===== src/rtl/thermo_level_ctrl_pkg.sv =====
// Shared op codes, FSM state encodings and defaults for the thermometer level sequencer.
package thermo_level_ctrl_pkg;

  localparam int DEF_MAX_LEVEL = 10;

  typedef enum logic [1:0] {
    OP_SET    = 2'b00,
    OP_RAMP   = 2'b01,
    OP_BOUNCE = 2'b10,
    OP_RSVD   = 2'b11
  } op_e;

  typedef enum logic [1:0] {
    ST_IDLE = 2'b00,
    ST_RAMP = 2'b01,
    ST_BUP  = 2'b10,
    ST_BDN  = 2'b11
  } state_e;

endpackage


===== src/rtl/thermo_level_ctrl_step_prescaler.sv =====
// Level-step prescaler: counts 0..CLK_DIV-1 while enabled, tick on the last count.
module step_prescaler #(
  parameter int CLK_DIV = 50_000_000
) (
  input  logic clk,
  input  logic rst_n,
  input  logic clr,
  input  logic en,
  output logic tick
);

  localparam int CNT_W = (CLK_DIV > 2) ? $clog2(CLK_DIV) : 1;
  localparam logic [CNT_W-1:0] LAST = CNT_W'(CLK_DIV - 1);

  logic [CNT_W-1:0] cnt_q, cnt_d;

  assign tick = en && (cnt_q == LAST);

  // Next count: clear wins, hold at 0 when disabled, wrap after the tick.
  always_comb begin
    cnt_d = cnt_q;
    if (clr || !en)  cnt_d = '0;
    else if (tick)   cnt_d = '0;
    else             cnt_d = cnt_q + CNT_W'(1);
  end

  // Count register.
  always_ff @(posedge clk or negedge rst_n) begin
    if (!rst_n) cnt_q <= '0;
    else        cnt_q <= cnt_d;
  end

endmodule


===== src/rtl/thermo_level_ctrl.sv =====
// Command sequencer for the 10-LED thermometer bar: SET / RAMP / BOUNCE over valid/ready.
module thermo_level_ctrl
  import thermo_level_ctrl_pkg::*;
#(
  parameter int CLK_DIV   = 50_000_000,
  parameter int MAX_LEVEL = DEF_MAX_LEVEL,
  parameter int LEVEL_W   = 4
) (
  input  logic               clk,
  input  logic               rst_n,
  input  logic               cmd_valid,
  output logic               cmd_ready,
  input  logic [1:0]         cmd_op,
  input  logic [LEVEL_W-1:0] cmd_target,
  output logic [LEVEL_W-1:0] level,
  output logic               busy,
  output logic               done
);

  localparam logic [LEVEL_W-1:0] LMAX = LEVEL_W'(MAX_LEVEL);
  localparam logic [LEVEL_W-1:0] ONE  = LEVEL_W'(1);

  state_e             state_q, state_d;
  logic [LEVEL_W-1:0] level_q, level_d;
  logic [LEVEL_W-1:0] tgt_q, tgt_d;
  logic               fin_q, fin_d;   // command finished this edge; done follows one clk later
  logic               done_q, busy_q;
  logic               accept, tick;
  logic [LEVEL_W-1:0] cmd_tgt;
  op_e                op;

  assign cmd_ready = (state_q != ST_RAMP);
  assign accept    = cmd_valid && cmd_ready;
  assign cmd_tgt   = (cmd_target > LMAX) ? LMAX : cmd_target;
  assign op        = op_e'(cmd_op);
  assign level     = level_q;
  assign busy      = busy_q;
  assign done      = done_q;

  step_prescaler #(.CLK_DIV(CLK_DIV)) u_presc (
    .clk   (clk),
    .rst_n (rst_n),
    .clr   (accept),
    .en    (state_q != ST_IDLE),
    .tick  (tick)
  );

  // Next-state / level decode; a new command takes priority over a coincident tick.
  always_comb begin
    state_d = state_q;
    level_d = level_q;
    tgt_d   = tgt_q;
    fin_d   = 1'b0;
    if (accept) begin
      unique case (op)
        OP_SET: begin
          tgt_d   = cmd_tgt;
          level_d = cmd_tgt;
          state_d = ST_IDLE;
          fin_d   = 1'b1;
        end
        OP_RAMP: begin
          tgt_d = cmd_tgt;
          if (cmd_tgt == level_q) begin
            state_d = ST_IDLE;
            fin_d   = 1'b1;
          end else begin
            state_d = ST_RAMP;
          end
        end
        OP_BOUNCE: begin
          tgt_d   = cmd_tgt;
          state_d = ST_BUP;
          if (cmd_tgt == '0) level_d = '0;
        end
        default: ;  // reserved: handshake only
      endcase
    end else if (tick) begin
      unique case (state_q)
        ST_RAMP: begin
          level_d = (level_q < tgt_q) ? level_q + ONE : level_q - ONE;
          if (level_d == tgt_q) begin
            state_d = ST_IDLE;
            fin_d   = 1'b1;
          end
        end
        ST_BUP: begin
          if (tgt_q == '0) begin
            level_d = '0;                       // zero-height sweep holds at 0
          end else if (level_q < tgt_q) begin
            level_d = level_q + ONE;
            if (level_d == tgt_q) state_d = ST_BDN;
          end else begin
            // Started at/above the peak (bounce issued from a high level): head down.
            level_d = level_q - ONE;
            state_d = (level_d == '0) ? ST_BUP : ST_BDN;
          end
        end
        ST_BDN: begin
          if (level_q != '0) level_d = level_q - ONE;
          if (level_d == '0) state_d = ST_BUP;
        end
        default: ;
      endcase
    end
  end

  // State, level and registered outputs.
  always_ff @(posedge clk or negedge rst_n) begin
    if (!rst_n) begin
      state_q <= ST_IDLE;
      level_q <= '0;
      tgt_q   <= '0;
      fin_q   <= 1'b0;
      done_q  <= 1'b0;
      busy_q  <= 1'b0;
    end else begin
      state_q <= state_d;
      level_q <= level_d;
      tgt_q   <= tgt_d;
      fin_q   <= fin_d;
      done_q  <= fin_q;
      busy_q  <= (state_d != ST_IDLE);
    end
  end

endmodule


===== config.mk =====
export PLATFORM = sky130hd
export DESIGN_NAME = thermo_level_ctrl
export DESIGN_NICKNAME = d
export VERILOG_FILES = /design/src/rtl/thermo_level_ctrl_pkg.sv /design/src/rtl/thermo_level_ctrl_step_prescaler.sv /design/src/rtl/thermo_level_ctrl.sv
export SDC_FILE = /design/constraint.sdc
export NUM_CORES = 1
export LEC_CHECK = 0
export ABC_AREA = 1
export ABC_CLOCK_PERIOD_IN_PS = 4040
export BUFFER_PORTS_ARGS = -buffer_cell sky130_fd_sc_hd__buf_2
export CORE_ASPECT_RATIO = 0.7
export CORE_MARGIN = 2
export CORE_UTILIZATION = 61
export CTS_CLUSTER_DIAMETER = 50
export DETAILED_ROUTE_END_ITERATION = 8
export GPL_TIMING_DRIVEN = 0
export PLACE_DENSITY = 0.9
export SYNTH_ARGS = -nofsm -noshare
export SYNTH_HDL_FRONTEND = slang
export SYNTH_SLANG_ARGS = --single-unit

===== constraint.sdc =====
create_clock -name clk -period 4.04 [get_ports clk]
set_input_delay 0.808 -clock clk [delete_from_list [all_inputs] [get_ports clk]]
set_output_delay 0.808 -clock clk [all_outputs]
set_load 0.05 [all_outputs]

==> run_results.csv <==
group,metric,value,unit
clocking,clkTransAtPathRegs,0.07,ns
clocking,h-tree-depth,2,
die,dieWidth,82.4,um
die,dieArea,4850,um^2
timing,setup_violations,0,
clocking,numCtsBuffers,5,
grt,gr-total-overflow,0,
die,die_height,58.9,um
detailed_routing,drt-initial-drc-count,243,
synth,syn_nets,380,
critical_path,cp_data_arrival_time,2.37,ns
synth,syn_inst,363,
timing,skew,0.00803,ns
layout,final_cell_mix,"88 x nand2_1, 44 x inv_1, 42 x nor2_1",
layout,post-route-util,71.8,%
die,initial_core_util,65.3,%
detailed_routing,vias_per_cell,5.77,
synth,synth-seq-area-share,37.2,%
power,ir_drop,592,uV
clocking,clock-sinks,39,
critical_path,worst_path_dominant_cell_family,"simple AND/OR/NAND/NOR gates",
flow_run,cap_violations,0,
placement,dp_hpwl,4.77,mm
clocking,cts_tree,"built",
synth,synth_area,2630,um^2
timing,slew_headroom,43.5,%
clocking,clock_latency,0.30,ns
detailed_routing,vias,2526,
die,core,4020,um^2
clocking,cts_hold_buf,0,
power,cellLeakagePower,0.00141,uW
critical_path,slowest_stage,"dfrtp_1",
synth,ys_types,37,
synth,ys.warnings.count,0,
critical_path,crit_chain,"inv_1 -> ha_1 -> a21oi_2 -> nand2_1 -> nand2_1 -> nand2_1 -> nand2_1 -> nand2_1 -> nor2_1 -> nand2_1 -> nand2_1 -> nand2_1 -> nand2_1 -> nand3_1",
critical_path,cp.required,4.20,ns
critical_path,path_common_cell,"nand2_1",
timing,hold_viol_final,0,
timing,setup_ws,1.83,ns
placement,gp_congestion,0.949,
clocking,cts_root_buf,"clkbuf_8",
timing,max_freq,452,MHz
timing,worst_slew_pin_slew,0.848,ns
layout,drive_gt1_share,13.0,%
timing,rsz0062_at_grt,"no",
hold_path,hp-class,"reg2reg",
timing,timing.final.crit_share,54.7,%
power,powerDensity,656,nW/um^2
die,rows,19,
clocking,cts_resized,0,
critical_path,path_class,"reg2reg",
layout,diodes,0,
grt,track_usage,29.3,%
critical_path,startpoint_type,"flop",
grt,grt_pass1_wl,10.5,mm
power,finalPower,1890,uW
layout,final_common_cell,"nand2_1",
critical_path,cp_slowest_stage_delay,0.49,ns
clocking,clockBufferDepth,2,
detailed_routing,drt_first_pass_iters,6,
critical_path,cp_max_fo,5,
detailed_routing,routed_wl,6.25,mm
layout,area_delta_synth_final,9.82,%
status,status,"finished, final reports clean",
grt,grt_max_degree,40,
timing,min_period,2.21,ns
detailed_routing,avgRoutedWirePerCell,14.3,um
layout,fin_nets,402,
placement,port_buffers,15,
grt,first_global_vias,2181,
synth,ys_ff_latch,39,
critical_path,critPathCaptureType,"flop",
detailed_routing,ant_nets,0,
clocking,cts_setup_buffers,0,
synth,syn_avg_cell_area,7.23,um^2
timing,final.setup.tns,0,ns
detailed_routing,drc,0,
placement,place_worst_setup_slack,1.86,ns
die,io_pins,16,
grt,antenna_found_initial,0,
timing,finalMaxSlewViolations,0,
critical_path,worst-path-buf-inv,1,
==> registers in the layout, indices dropped and copies added, names as in the netlist <==
register and flops:
fin_q 1, done 1, busy 1, state_q 2, level 4, tgt_q 4, u_presc.cnt_q 26
==> through the flow <==
stage          instance area, um^2  instances  hold WS [ns]
2_1_floorplan                 2630        363         0.331
3_3_place_gp                  2770        430         0.335
3_5_place_dp                  2770        430         0.336
4_1_cts                       2880        438         0.352
5_1_grt                       2880        438         0.361
6_report                      2880        438         0.354
==> Yosys cell counts, drive strengths merged <==
library cell | n | share of area (%)
nand2 | 91 | 13
or2 | 2 | 0.48
or3 | 1 | 0.24
xor2 | 12 | 4.0
a21oi | 21 | 4.1
o31ai | 1 | 0.29
nor3b | 3 | 1.2
nor2 | 49 | 8.2
o22ai | 1 | 0.24
xnor2 | 4 | 1.3
nand3b | 1 | 0.29
and3 | 1 | 0.24
buf | 2 | 0.48
nand4 | 10 | 2.4
nor3 | 9 | 2.3
o21ai | 27 | 5.6
ha | 8 | 3.8
inv | 48 | 6.9
a31oi | 2 | 0.48
clkbuf | 1 | 0.19
dfrtp | 39 | 37
nor4 | 2 | 0.48
nand3 | 28 | 6.2
==> power by group <==
part | internal [uW] | switching [uW]
registers | 447 | 79.6
logic | 311 | 717
clock network | 200 | 138
==> kinds of logic (layout without fill, tap and decap cells) <==
group | count (synthesis) | after routing | share of synthesized area (%)
adders and majority gates | 8 | 8 | 3.81
xor gates and xnor gates | 16 | 16 | 5.34
DFF | 39 | 39 | 37.2
buffers and inverters | 51 | 74 | 7.53
AOI/OAI and AO/OA | 52 | 52 | 10.7
and+or+nand+nor | 197 | 197 | 35.4
==> layout make-up <==
cell class / instances / area [um^2]
Timing Repair Buffer: 15 / 75.1
Buffer: 3 / 17.5
Inverter: 48 / 180
Multi-Input combinational cell: 273 / 1450
Sequential cell: 39 / 976
Tap cell: 52 / 65.1
Clock inverter: 2 / 35.0
Fill cell: 340 / 1130
Clock buffer: 6 / 82.6
==> metal layers <==
metal | wire (um) | up-vias | part of all wire, % | GRT usage, %
li1 | - | 1227 | - | -
met1 | 3170 | 1170 | 51 | 47.5
met2 | 2430 | 125 | 39 | 37.7
met3 | 601 | 4 | 9.6 | 7.82
met4 | 53 | 0 | 0.85 | 8.33
met5 | 0 | - | 0 | 0
==> worst paths after layout <==
path	start	to	slack, ns	cells after the start
setup / recovery	tgt_q[3]$_DFFE_PN0P_	busy$_DFF_PN0_	1.83	14
hold / removal	fin_q$_DFF_PN0_	done$_DFF_PN0_	0.35	0
setup reg to reg	tgt_q[3]$_DFFE_PN0P_	busy$_DFF_PN0_	1.83	14
hold reg to reg	fin_q$_DFF_PN0_	done$_DFF_PN0_	0.35	0
max in group asynchronous	rst_n	level[2]$_DFFE_PN0P_	2.89	1
min in group asynchronous	rst_n	done$_DFF_PN0_	0.62	1
Note: power is estimated with default switching activity, not from simulation.
